**src/rtl/ext_mem_pkg.sv**
```systemverilog
// rtl/ext_mem_pkg.sv - shared defaults, request struct and byte-mask helper for ext_mem_slave_2ch
// Contents: default widths/latencies, chan_req_t, mask_bit()
package ext_mem_pkg;

  localparam int ADDR_W_DEF      = 7;
  localparam int DATA_W_DEF      = 8;
  localparam int SIZE_W_DEF      = 4;
  localparam int MEMSIZE_DEF     = 32;
  localparam int BASE_ADDR_DEF   = 0;
  localparam int READ_DELAY_DEF  = 2;
  localparam int WRITE_DELAY_DEF = 1;

  typedef struct packed {
    logic                  oe;
    logic                  we;
    logic [ADDR_W_DEF-1:0] addr;
    logic [DATA_W_DEF-1:0] wdata;
    logic [SIZE_W_DEF-1:0] size;
  } chan_req_t;

  // Bit bit_idx of the write mask (1<<size)-1; sizes at or above the data
  // width naturally give all ones, size 0 gives no bits.
  function automatic logic mask_bit(input int size, input int bit_idx);
    return bit_idx < size;
  endfunction

endpackage

```
**src/rtl/ext_mem_chan_ctrl.sv**
```systemverilog
// rtl/ext_mem_chan_ctrl.sv - per-channel window decode, write merge, ready counter, read pipe, conflict flag
// Ports: i_clk/i_rst (async active-high), i_oe/i_we/i_addr/i_wdata/i_size request,
//        i_mem_rdata = mem[o_idx]; o_idx/o_wr_en/o_wr_data write request to the array,
//        o_rdata read pipe output, o_rdy completion, o_err sticky conflict,
//        o_rd_done/o_wr_done in-window completions for the optional access counters.
module ext_mem_chan_ctrl
  import ext_mem_pkg::*;
#(
  parameter int ADDR_W      = ADDR_W_DEF,
  parameter int DATA_W      = DATA_W_DEF,
  parameter int SIZE_W      = SIZE_W_DEF,
  parameter int MEMSIZE     = MEMSIZE_DEF,
  parameter int BASE_ADDR   = BASE_ADDR_DEF,
  parameter int READ_DELAY  = READ_DELAY_DEF,
  parameter int WRITE_DELAY = WRITE_DELAY_DEF
) (
  input  logic              i_clk,
  input  logic              i_rst,
  input  logic              i_oe,
  input  logic              i_we,
  input  logic [ADDR_W-1:0] i_addr,
  input  logic [DATA_W-1:0] i_wdata,
  input  logic [SIZE_W-1:0] i_size,
  input  logic [DATA_W-1:0] i_mem_rdata,
  output logic [31:0]       o_idx,
  output logic              o_wr_en,
  output logic [DATA_W-1:0] o_wr_data,
  output logic [DATA_W-1:0] o_rdata,
  output logic              o_rdy,
  output logic              o_err,
  output logic              o_rd_done,
  output logic              o_wr_done
);

  localparam int          NSTG    = READ_DELAY - 1;
  localparam logic [31:0] BASE    = 32'(BASE_ADDR);
  localparam logic [31:0] SPAN    = 32'(MEMSIZE);
  localparam logic [31:0] RD_LAST = 32'(READ_DELAY - 1);
  localparam logic [31:0] WR_LAST = 32'(WRITE_DELAY - 1);

  logic              w_hit;
  logic              w_rd_last;
  logic              w_wr_last;
  logic [DATA_W-1:0] w_mask;
  logic [31:0]       r_cnt;
  logic              r_err;
  logic [DATA_W-1:0] r_pipe [NSTG];

  // Addresses below the base wrap to huge offsets, so one compare covers both bounds.
  assign o_idx = 32'(i_addr) - BASE;
  assign w_hit = o_idx < SPAN;

  always_comb begin
    w_mask = '0;
    for (int b = 0; b < DATA_W; b++) w_mask[b] = mask_bit(int'(i_size), b);
  end

  assign o_wr_en   = w_hit & i_we & ~i_oe;
  assign o_wr_data = (i_wdata & w_mask) | (i_mem_rdata & ~w_mask);

  assign w_rd_last = (r_cnt == RD_LAST);
  assign w_wr_last = (r_cnt == WR_LAST);
  assign o_rdy     = w_hit & (w_rd_last | (i_we & w_wr_last));
  assign o_rd_done = w_hit & i_oe & ~i_we & w_rd_last;
  assign o_wr_done = w_hit & i_we & ~i_oe & w_wr_last;
  assign o_rdata   = r_pipe[0];
  assign o_err     = r_err;

  always_ff @(posedge i_clk or posedge i_rst) begin
    if (i_rst) begin
      r_cnt <= '0;
      r_err <= 1'b0;
      for (int k = 0; k < NSTG; k++) r_pipe[k] <= '0;
    end else begin
      // Stage 0 is the output; data enters at the top so a same-cycle write is not seen.
      for (int k = 0; k < NSTG - 1; k++) r_pipe[k] <= r_pipe[k+1];
      r_pipe[NSTG-1] <= w_hit ? i_mem_rdata : '0;

      if (i_oe && i_we) begin
        r_err <= 1'b1;
        r_cnt <= '0;
      end else if (i_oe && w_hit) begin
        r_cnt <= (r_cnt < RD_LAST) ? r_cnt + 32'd1 : '0;
      end else if (i_we && w_hit) begin
        r_cnt <= (r_cnt < WR_LAST) ? r_cnt + 32'd1 : '0;
      end else begin
        r_cnt <= '0;
      end
    end
  end

endmodule

```
**src/rtl/ext_mem_slave_2ch.sv**
```systemverilog
// rtl/ext_mem_slave_2ch.sv - dual-channel fixed-latency external-memory slave (optional macro EXT_MEM_ACCESS_COUNT_EN)
// Ports: clock, reset (async active-high); Mout_* per-channel request buses (channel c at [c*W +: W]);
//        Sout_Rdata_ram/Sout_DataRdy ORed into M_Rdata_ram/M_DataRdy; err_conflict sticky oe&we flag;
//        rd_count/wr_count saturating completion counters when EXT_MEM_ACCESS_COUNT_EN is defined.
module ext_mem_slave_2ch
  import ext_mem_pkg::*;
#(
  parameter int ADDR_W      = ADDR_W_DEF,
  parameter int DATA_W      = DATA_W_DEF,
  parameter int SIZE_W      = SIZE_W_DEF,
  parameter int MEMSIZE     = MEMSIZE_DEF,
  parameter int BASE_ADDR   = BASE_ADDR_DEF,
  parameter int READ_DELAY  = READ_DELAY_DEF,
  parameter int WRITE_DELAY = WRITE_DELAY_DEF
) (
  input  logic                clock,
  input  logic                reset,
  input  logic [1:0]          Mout_oe_ram,
  input  logic [1:0]          Mout_we_ram,
  input  logic [2*ADDR_W-1:0] Mout_addr_ram,
  input  logic [2*DATA_W-1:0] Mout_Wdata_ram,
  input  logic [2*SIZE_W-1:0] Mout_data_ram_size,
  input  logic [2*DATA_W-1:0] Sout_Rdata_ram,
  input  logic [1:0]          Sout_DataRdy,
  output logic [2*DATA_W-1:0] M_Rdata_ram,
  output logic [1:0]          M_DataRdy,
`ifdef EXT_MEM_ACCESS_COUNT_EN
  output logic [31:0]         rd_count,
  output logic [31:0]         wr_count,
`endif
  output logic [1:0]          err_conflict
);

  logic [DATA_W-1:0] r_mem [MEMSIZE];
  logic [1:0]        w_rdy;
  logic [1:0]        w_rd_done;
  logic [1:0]        w_wr_done;

  for (genvar g = 0; g < 2; g++) begin : g_ch
    logic [31:0]       w_idx;
    logic              w_wr_en;
    logic [DATA_W-1:0] w_wr_data;
    logic [DATA_W-1:0] w_mem_rd;
    logic [DATA_W-1:0] w_rdata;

    always_comb begin
      w_mem_rd = '0;
      for (int i = 0; i < MEMSIZE; i++) if (w_idx == 32'(i)) w_mem_rd = r_mem[i];
    end

    ext_mem_chan_ctrl #(
      .ADDR_W(ADDR_W), .DATA_W(DATA_W), .SIZE_W(SIZE_W), .MEMSIZE(MEMSIZE),
      .BASE_ADDR(BASE_ADDR), .READ_DELAY(READ_DELAY), .WRITE_DELAY(WRITE_DELAY)
    ) u_ctrl (
      .i_clk      (clock),
      .i_rst      (reset),
      .i_oe       (Mout_oe_ram[g]),
      .i_we       (Mout_we_ram[g]),
      .i_addr     (Mout_addr_ram[g*ADDR_W +: ADDR_W]),
      .i_wdata    (Mout_Wdata_ram[g*DATA_W +: DATA_W]),
      .i_size     (Mout_data_ram_size[g*SIZE_W +: SIZE_W]),
      .i_mem_rdata(w_mem_rd),
      .o_idx      (w_idx),
      .o_wr_en    (w_wr_en),
      .o_wr_data  (w_wr_data),
      .o_rdata    (w_rdata),
      .o_rdy      (w_rdy[g]),
      .o_err      (err_conflict[g]),
      .o_rd_done  (w_rd_done[g]),
      .o_wr_done  (w_wr_done[g])
    );

    assign M_Rdata_ram[g*DATA_W +: DATA_W] = w_rdata | Sout_Rdata_ram[g*DATA_W +: DATA_W];
  end

  assign M_DataRdy = Sout_DataRdy | w_rdy;

  // Channel 1 is applied after channel 0, so it wins a same-byte collision.
  always_ff @(posedge clock or posedge reset) begin
    if (reset) begin
      for (int i = 0; i < MEMSIZE; i++) r_mem[i] <= '0;
    end else begin
      for (int i = 0; i < MEMSIZE; i++) begin
        if (g_ch[0].w_wr_en && g_ch[0].w_idx == 32'(i)) r_mem[i] <= g_ch[0].w_wr_data;
        if (g_ch[1].w_wr_en && g_ch[1].w_idx == 32'(i)) r_mem[i] <= g_ch[1].w_wr_data;
      end
    end
  end

`ifdef EXT_MEM_ACCESS_COUNT_EN
  logic [31:0] r_rd_count;
  logic [31:0] r_wr_count;
  logic [31:0] w_rd_inc;
  logic [31:0] w_wr_inc;

  assign w_rd_inc = 32'(w_rd_done[0]) + 32'(w_rd_done[1]);
  assign w_wr_inc = 32'(w_wr_done[0]) + 32'(w_wr_done[1]);
  assign rd_count = r_rd_count;
  assign wr_count = r_wr_count;

  always_ff @(posedge clock or posedge reset) begin
    if (reset) begin
      r_rd_count <= '0;
      r_wr_count <= '0;
    end else begin
      r_rd_count <= (r_rd_count > 32'hFFFF_FFFF - w_rd_inc) ? 32'hFFFF_FFFF : r_rd_count + w_rd_inc;
      r_wr_count <= (r_wr_count > 32'hFFFF_FFFF - w_wr_inc) ? 32'hFFFF_FFFF : r_wr_count + w_wr_inc;
    end
  end
`else
  logic w_unused_done;
  assign w_unused_done = ^{w_rd_done, w_wr_done};
`endif

endmodule

```
**config.mk**
```make
export PLATFORM = sky130hd
export DESIGN_NAME = ext_mem_slave_2ch
export DESIGN_NICKNAME = d
export VERILOG_FILES = /design/src/rtl/ext_mem_pkg.sv /design/src/rtl/ext_mem_chan_ctrl.sv /design/src/rtl/ext_mem_slave_2ch.sv
export SDC_FILE = /design/constraint.sdc
export NUM_CORES = 1
export LEC_CHECK = 0
export ABC_AREA = 1
export BUFFER_PORTS_ARGS = -buffer_cell sky130_fd_sc_hd__buf_2
export CORE_MARGIN = 5
export CORE_UTILIZATION = 30
export DETAILED_ROUTE_END_ITERATION = 7
export GPL_TIMING_DRIVEN = 0
export PLACE_DENSITY_LB_ADDON = 0.15
export SYNTH_ARGS = -nofsm -noshare
export SYNTH_HDL_FRONTEND = slang
export SYNTH_HIERARCHICAL = 1
export SYNTH_SLANG_ARGS = --single-unit
```
**constraint.sdc**
```tcl
create_clock -name clock -period 12.8 [get_ports clock]
set_input_delay 2.56 -clock clock [delete_from_list [all_inputs] [get_ports clock]]
set_output_delay 2.56 -clock clock [all_outputs]
set_load 0.01 [all_outputs]
```
==> summary.txt, run 1 <==
======================================================================================
Run status                                                                complete, but fails checks
Violations in the final reports                                           capacitance limit, slew limit
Total Power                                                                  0.00262 W
Final WL                                                                  109000 microns
Required time of the critical path                                            13.28 ns
Average cell area after synthesis                                           6.72 sq um
Via Count                                                                        24100
Antenna violations before repair                                                     5
Avg WL per Cell                                                           24.3 microns
Post-cts repair resize count                                                         0
Starting Density                                                                 0.302
Clock buffer depth                                                                   3
Count of standard-cell rows                                                         99
Setup Skew                                                                   0.0261 ns
Half-perimeter wire length after placement                                79100 microns
Reg-to-reg critical path startpoint                                         r_mem[252]
Number of endpoints with negative hold slack in the final report                     0
Final nets                                                                        3576
Power density normalized to cell area                                      102 mW/mm^2
Final Hold Slack                                                              0.448 ns
Largest net degree at the start of global routing                                  109
Worst path slowest cell                                                   sky130_fd_sc_hd__clkinv_1
Post-route setup TNS                                                              0 ns
Total standard cell area after synthesis                                  0.0220 sq mm
Setup repair after global routing missed its margin                              false
CTS Root Cell                                                             sky130_fd_sc_hd__clkbuf_16
Most frequent cell on the critical path                                   sky130_fd_sc_hd__nand2_1
Remaining global-route overflow                                                      0
Biggest fanout along the worst timing path                                          10
Floorplan die width                                                        281 microns
Syn Inst Count                                                                    3281
Floorplan core area                                                       0.0730 sq mm
Number of levels in the clock H-tree                                                 2
Hold buffer count at cts                                                             0
Worst setup path category                                                    in -> reg
Drt initial violations                                                            2764
Clock slew at the register clock pins of the worst setup and hold paths        0.06 ns
Clock sink count                                                                   338
Most frequent cells in the layout                                         905 x sky130_fd_sc_hd__nand2_1, 357 x sky130_fd_sc_hd__a21oi_1, 347 x sky130_fd_sc_hd__nor2_1
Count of final max-slew check failures                                              32
Tightest Pin Transition                                                        1.54 ns
Detailed-router iteration count before antenna repair                                5
Startpoint of the lowest-slack hold path                                  g_ch[0].u_ctrl/o_err
HP Class                                                                    reg -> reg
Via count of the first global-routing pass                                       22600
Post-place setup slack                                                         2.30 ns
Number of buffers created by CTS                                                    42
Die Height                                                                 281 microns
Relative area change from synthesis to final layout                              16.0%
Synth warn                                                                           6
Number of buffers inserted by post-CTS setup repair                                  0
Final critical-path share of the clock period                                    0.801
Detailed-route vias per instance                                                  5.35
CTS tree                                                                         built
Final RePlAce weighted congestion                                                 1.05
Clock latency reported for the late side of the worst-skew pair                0.60 ns
Count of boundary I/O pins                                                          82
Worst hold path cell count                                                           1
First-pass GRT wire length                                                157000 microns
Most frequent standard cell in the layout excluding fill and tap cells    sky130_fd_sc_hd__nand2_1
Fill cell count                                                                   8001
Antenna cell count                                                                   0
Register-to-register path setup slack                                          5.60 ns
Critical Path End Type                                                            flop
Count of cells along the worst register-to-register path                            39
Overall track demand over capacity in global routing                             0.269
Crit-path max cell delay                                                       1.10 ns
Rel. slew slack                                                                -0.0267
Endpoint of the worst hold-timing path                                    g_ch[0].u_ctrl/o_err
Worst voltage drop across the vdd grid                                        0.103 mV
Number of nets still failing antenna checks after routing                            0
Count of unresolved DRC violations after routing                                     0
Share of layout cells above drive strength 1                                    0.0867
Endpoint of the worst-slack reg-to-reg timing path                          r_mem[172]
Worst setup slack after layout                                                 2.54 ns
Die Footprint                                                             0.0790 sq mm
# Max-Cap Violations                                                                 6
Min cycle time layout                                                         10.26 ns
Port bufs                                                                           71
Endpoint arrival time on the critical path                                    10.73 ns
Max Clock Freq                                                              0.0975 GHz
Post-Place Cells                                                                  4423
Final standard cell count with taps included and fillers excluded                 4498
Number of endpoints failing setup at the final stage                                 0
Startpoint type of the worst setup path                                   primary input
Leakage Power                                                                  12.0 nW
======================================================================================
through the flow:
step | utilization | cell area (sq um)
6_report | 0.350 | 25600
5_1_grt | 0.350 | 25600
4_1_cts | 0.350 | 25500
3_5_place_dp | 0.330 | 24100
3_3_place_gp | 0.329 | 24000
2_1_floorplan | - | 22400
area by class of cell:
class	instances	area, sq um	share of cell area
buffer	215	1060	0.0416
clock buffer	56	1170	0.0460
clock inverter	19	273	0.0107
inverter	341	1290	0.0505
multi-input combinational	2493	11600	0.456
sequential	338	8460	0.331
tap	959	1200	0.0469
timing repair buffer	77	448	0.0175
power by group:
group	switching, W	internal, W	total (W)
combinational	0.000195	0.0000476	0.000243
clock	0.000526	0.000769	0.00129
sequential	0.00000217	0.00108	0.00108
registers in the layout (all words and copies together) (netlist names):
| signal | flops |
|---|---|
| g_ch.u_ctrl/o_err | 2 |
| r_mem | 256 |
| g_ch.u_ctrl/r_cnt | 64 |
| g_ch.u_ctrl/o_rdata | 16 |
layer usage:
metal / part of all wire / track usage / vias up
met1: 0.42 / 0.375 / 11400
met5: 0.00021 / 0 / -
met2: 0.43 / 0.407 / 1248
li1: - / - / 11100
met4: 0.056 / 0.120 / 4
met3: 0.095 / 0.0509 / 279
worst max-delay path by stage:
stage	end	slack, ns	depth (start not counted)	from
after floorplan	r_mem[0]	3.20	1	reset
after global placement	r_mem[132]	-1.04	2	reset
after detailed placement	r_mem[165]	2.30	38	Mout_addr_ram[12]
after CTS	r_mem[165]	2.90	38	Mout_addr_ram[12]
after global routing	r_mem[253]	2.45	38	Mout_addr_ram[12]
final	r_mem[165]	2.54	38	Mout_addr_ram[12]
critical path: cells and delay by family:
| family | cells | cell delay [ns] |
|---|---|---|
| buf+inv | 8 | 2.68 |
| simple gates | 21 | 3.02 |
| compound gates | 9 | 2.42 |
(Power assumes the default switching activity.)
==> run 2: changes to the inputs <==
--- a/config.mk
+++ b/config.mk
@@ -5,7 +5,7 @@
 export SDC_FILE = /design/constraint.sdc
 export NUM_CORES = 1
 export LEC_CHECK = 0
-export ABC_AREA = 1
+export ABC_AREA = 0
 export BUFFER_PORTS_ARGS = -buffer_cell sky130_fd_sc_hd__buf_2
 export CORE_MARGIN = 5
 export CORE_UTILIZATION = 30
==> constraint.sdc (replaced) <==
create_clock -name clock -period 10.1 [get_ports clock]
set_input_delay 2.02 -clock clock [delete_from_list [all_inputs] [get_ports clock]]
set_output_delay 2.02 -clock clock [all_outputs]
set_load 0.01 [all_outputs]
==> summary.txt, run 2 <==
======================================================================================
Worst path bufs/invs                                                                 6   was 8
Count of unresolved DRC violations after routing                                     0   unchanged
Number of nets still failing antenna checks after routing                            0   unchanged
Overall track demand over capacity in global routing                             0.312   was 0.269
CTS tree                                                                         built   unchanged
Via Count                                                                        22100   was 24100
Die Height                                                                 279 microns   was 281 microns
Register bank with the most flops                                                r_mem   unchanged
Final WL                                                                  126000 microns   was 109000 microns
Drt initial violations                                                            3067   was 2764
Sequence of cells on the critical path                                    buf_4 -> buf_2 -> clkbuf_1 -> clkbuf_1 -> buf_1 -> o22ai_1 -> nor3_1 -> o22ai_1 -> o2111ai_1 -> a21oi_1 -> o22ai_1 -> mux2_2 -> clkbuf_1 -> nor2_1 -> a21oi_1
Combinational power share                                                        0.097   was 0.093
Startpoint type of the worst setup path                                   primary input   unchanged
First-pass GRT wire length                                                173000 microns   was 157000 microns
Worst path slowest cell                                                   sky130_fd_sc_hd__clkbuf_1   was sky130_fd_sc_hd__clkinv_1
Count of final max-slew check failures                                              25   was 32
Clock slew at the register clock pins of the worst setup and hold paths        0.06 ns   about the same
Leakage Power                                                                  11.9 nW   was 12.0 nW
Total standard cell area after synthesis                                  0.0216 sq mm   was 0.0220 sq mm
Endpoint arrival time on the critical path                                     8.81 ns   was 10.73 ns
Final standard cell count with taps included and fillers excluded                 3662   was 4498
Post-Place Cells                                                                  3583   was 4423
Most frequent standard cell in the layout excluding fill and tap cells    sky130_fd_sc_hd__dfrtp_1   was sky130_fd_sc_hd__nand2_1
Avg WL per Cell                                                           34.3 microns   was 24.3 microns
Flip-flop count of the largest register, all copies and words added                256   unchanged
Relative area change from synthesis to final layout                              16.6%   was 16.0%
Antenna violations before repair                                                     6   was 5
Worst voltage drop across the vdd grid                                        0.136 mV   was 0.103 mV
Average cell area after synthesis                                           8.82 sq um   was 6.72 sq um
# Max-Cap Violations                                                                 4   was 6
Max Clock Freq                                                               0.120 GHz
Required time of the critical path                                            10.61 ns   was 13.28 ns
Biggest fanout along the worst timing path                                          10   unchanged
Final RePlAce weighted congestion                                                 1.03   was 1.05
Worst setup path category                                                    in -> reg   unchanged
Detailed-router iteration count before antenna repair                                6   was 5
Final Hold Slack                                                              0.451 ns   was 0.448 ns
Number of buffers created by CTS                                                    43   was 42
NetSw                                                                       0.000932 W   was 0.000723 W
Port bufs                                                                           69   was 71
Final nets                                                                        2746   was 3576
Hold buffer count at cts                                                             0   unchanged
Critical Path End Type                                                            flop   unchanged
Crit-path max cell delay                                                       1.11 ns   was 1.10 ns
CTS Root Cell                                                             sky130_fd_sc_hd__clkbuf_16   unchanged
Internal power                                                               0.00240 W   was 0.00189 W
Starting Density                                                                 0.303   was 0.302
Number of endpoints failing setup at the final stage                                 0   unchanged
Via count of the first global-routing pass                                       21200   was 22600
HP Class                                                                    reg -> reg   unchanged
Portion of total power attributed to the clock network                           0.492   was 0.495
Number of buffers inserted by post-CTS setup repair                                  0   unchanged
Largest net degree at the start of global routing                                   92   was 109
Clock sink count                                                                   338   unchanged
Die Footprint                                                             0.0776 sq mm   was 0.0790 sq mm
Share of layout cells above drive strength 1                                     0.142   was 0.0867
Half-perimeter wire length after placement                                95000 microns   was 79100 microns
Number of endpoints with negative hold slack in the final report                     0   unchanged
Sw Ratio                                                                         0.279   was 0.276
Relative contribution of sequential cells to total power                         0.411   was 0.413
Top delay family on crit path                                             buffers and inverters   was simple AND/OR/NAND/NOR gates
Power density normalized to cell area                                      132 mW/mm^2   was 102 mW/mm^2
Count of standard-cell rows                                                         98   was 99
Setup repair after global routing missed its margin                              false   unchanged
Syn Inst Count                                                                    2451   was 3281
Count of boundary I/O pins                                                          82   unchanged
Clock latency reported for the late side of the worst-skew pair                0.61 ns   was 0.60 ns
Final critical-path share of the clock period                                    0.822
Most frequent cells in the layout                                         338 x sky130_fd_sc_hd__dfrtp_1, 328 x sky130_fd_sc_hd__nor2_1, 306 x sky130_fd_sc_hd__a21oi_1   was 905 x sky130_fd_sc_hd__nand2_1, 357 x sky130_fd_sc_hd__a21oi_1, 347 x sky130_fd_sc_hd__nor2_1
Number of levels in the clock H-tree                                                 2   unchanged
Setup Skew                                                                   0.0325 ns   was 0.0261 ns
Post-cts repair resize count                                                         0   unchanged
Tightest Pin Transition                                                        1.61 ns   was 1.54 ns
Violations in the final reports                                           capacitance limit, slew limit   unchanged
Detailed-route vias per instance                                                  6.04   was 5.35
Synth warn                                                                           6   unchanged
Min cycle time layout                                                          8.30 ns
Remaining global-route overflow                                                      0   unchanged
Floorplan die width                                                        279 microns   was 281 microns
Run status                                                                complete, but fails checks   unchanged
Floorplan core area                                                       0.0715 sq mm   was 0.0730 sq mm
Rel. slew slack                                                                -0.0831   was -0.0267
Clock buffer depth                                                                   3   unchanged
======================================================================================
## run 2: routing by layer
metal  up-vias  global-route usage  share of wire
li1       9299                   -              -
met1     11100               0.439           0.43
met2      1435               0.457           0.42
met3       297              0.0847           0.11
met4         4               0.123          0.049
met5         -                   0        0.00018
## run 2: through the flow
| stage | power (W) | setup slack, ns | setup TNS [ns] | cell area (sq um) | utilization |
|---|---|---|---|---|---|
| final | 0.00334 | 1.80 | 0 | 25200 | 0.353 |
| after global routing | 0.00343 | 1.91 | 0 | 25200 | 0.353 |
| after CTS | 0.00336 | 2.18 | 0 | 25200 | 0.353 |
| after detailed placement | 0.00171 | 1.58 | 0 | 23700 | 0.332 |
| after global placement | 0.00170 | -2.36 | -596.45 | 23600 | 0.330 |
| after floorplan | 0.00155 | 1.04 | 0 | 22000 | - |
## run 2: cell type report
cell class,count,area (sq um)
fillers,7554,46300
multi-input cells,1965,12300
flip-flops and latches,338,8460
well taps,950,1190
plain buffers,237,1180
clock buffers,51,1170
repair buffers,76,460
clock inverters,27,339
inverters,17,71.3
diodes,1,2.50
## run 2: path summary, 6_finish.rpt
| check | from | end | slack, ns | cells past startpoint |
|---|---|---|---|---|
| setup / recovery | Mout_addr_ram[7] | r_mem[157] | 1.80 | 15 |
| hold / removal | g_ch[1].u_ctrl/o_err | g_ch[1].u_ctrl/o_err | 0.45 | 1 |
| setup reg to reg | r_mem[245] | r_mem[221] | 4.49 | 13 |
| hold reg to reg | g_ch[1].u_ctrl/o_err | g_ch[1].u_ctrl/o_err | 0.45 | 1 |
| max in group asynchronous | reset | r_mem[165] | 7.31 | 4 |
| min in group asynchronous | reset | r_mem[240] | 1.52 | 2 |
## run 2: power by group through the flow
stage | Sequential [W] | Combinational [W] | Clock, W
3_3_place_gp | 0.00140 | 0.000305 | 0
5_1_grt | 0.00137 | 0.000332 | 0.00173
2_1_floorplan | 0.00140 | 0.000152 | 0
4_1_cts | 0.00137 | 0.000310 | 0.00168
6_report | 0.00137 | 0.000323 | 0.00164
3_5_place_dp | 0.00140 | 0.000309 | 0
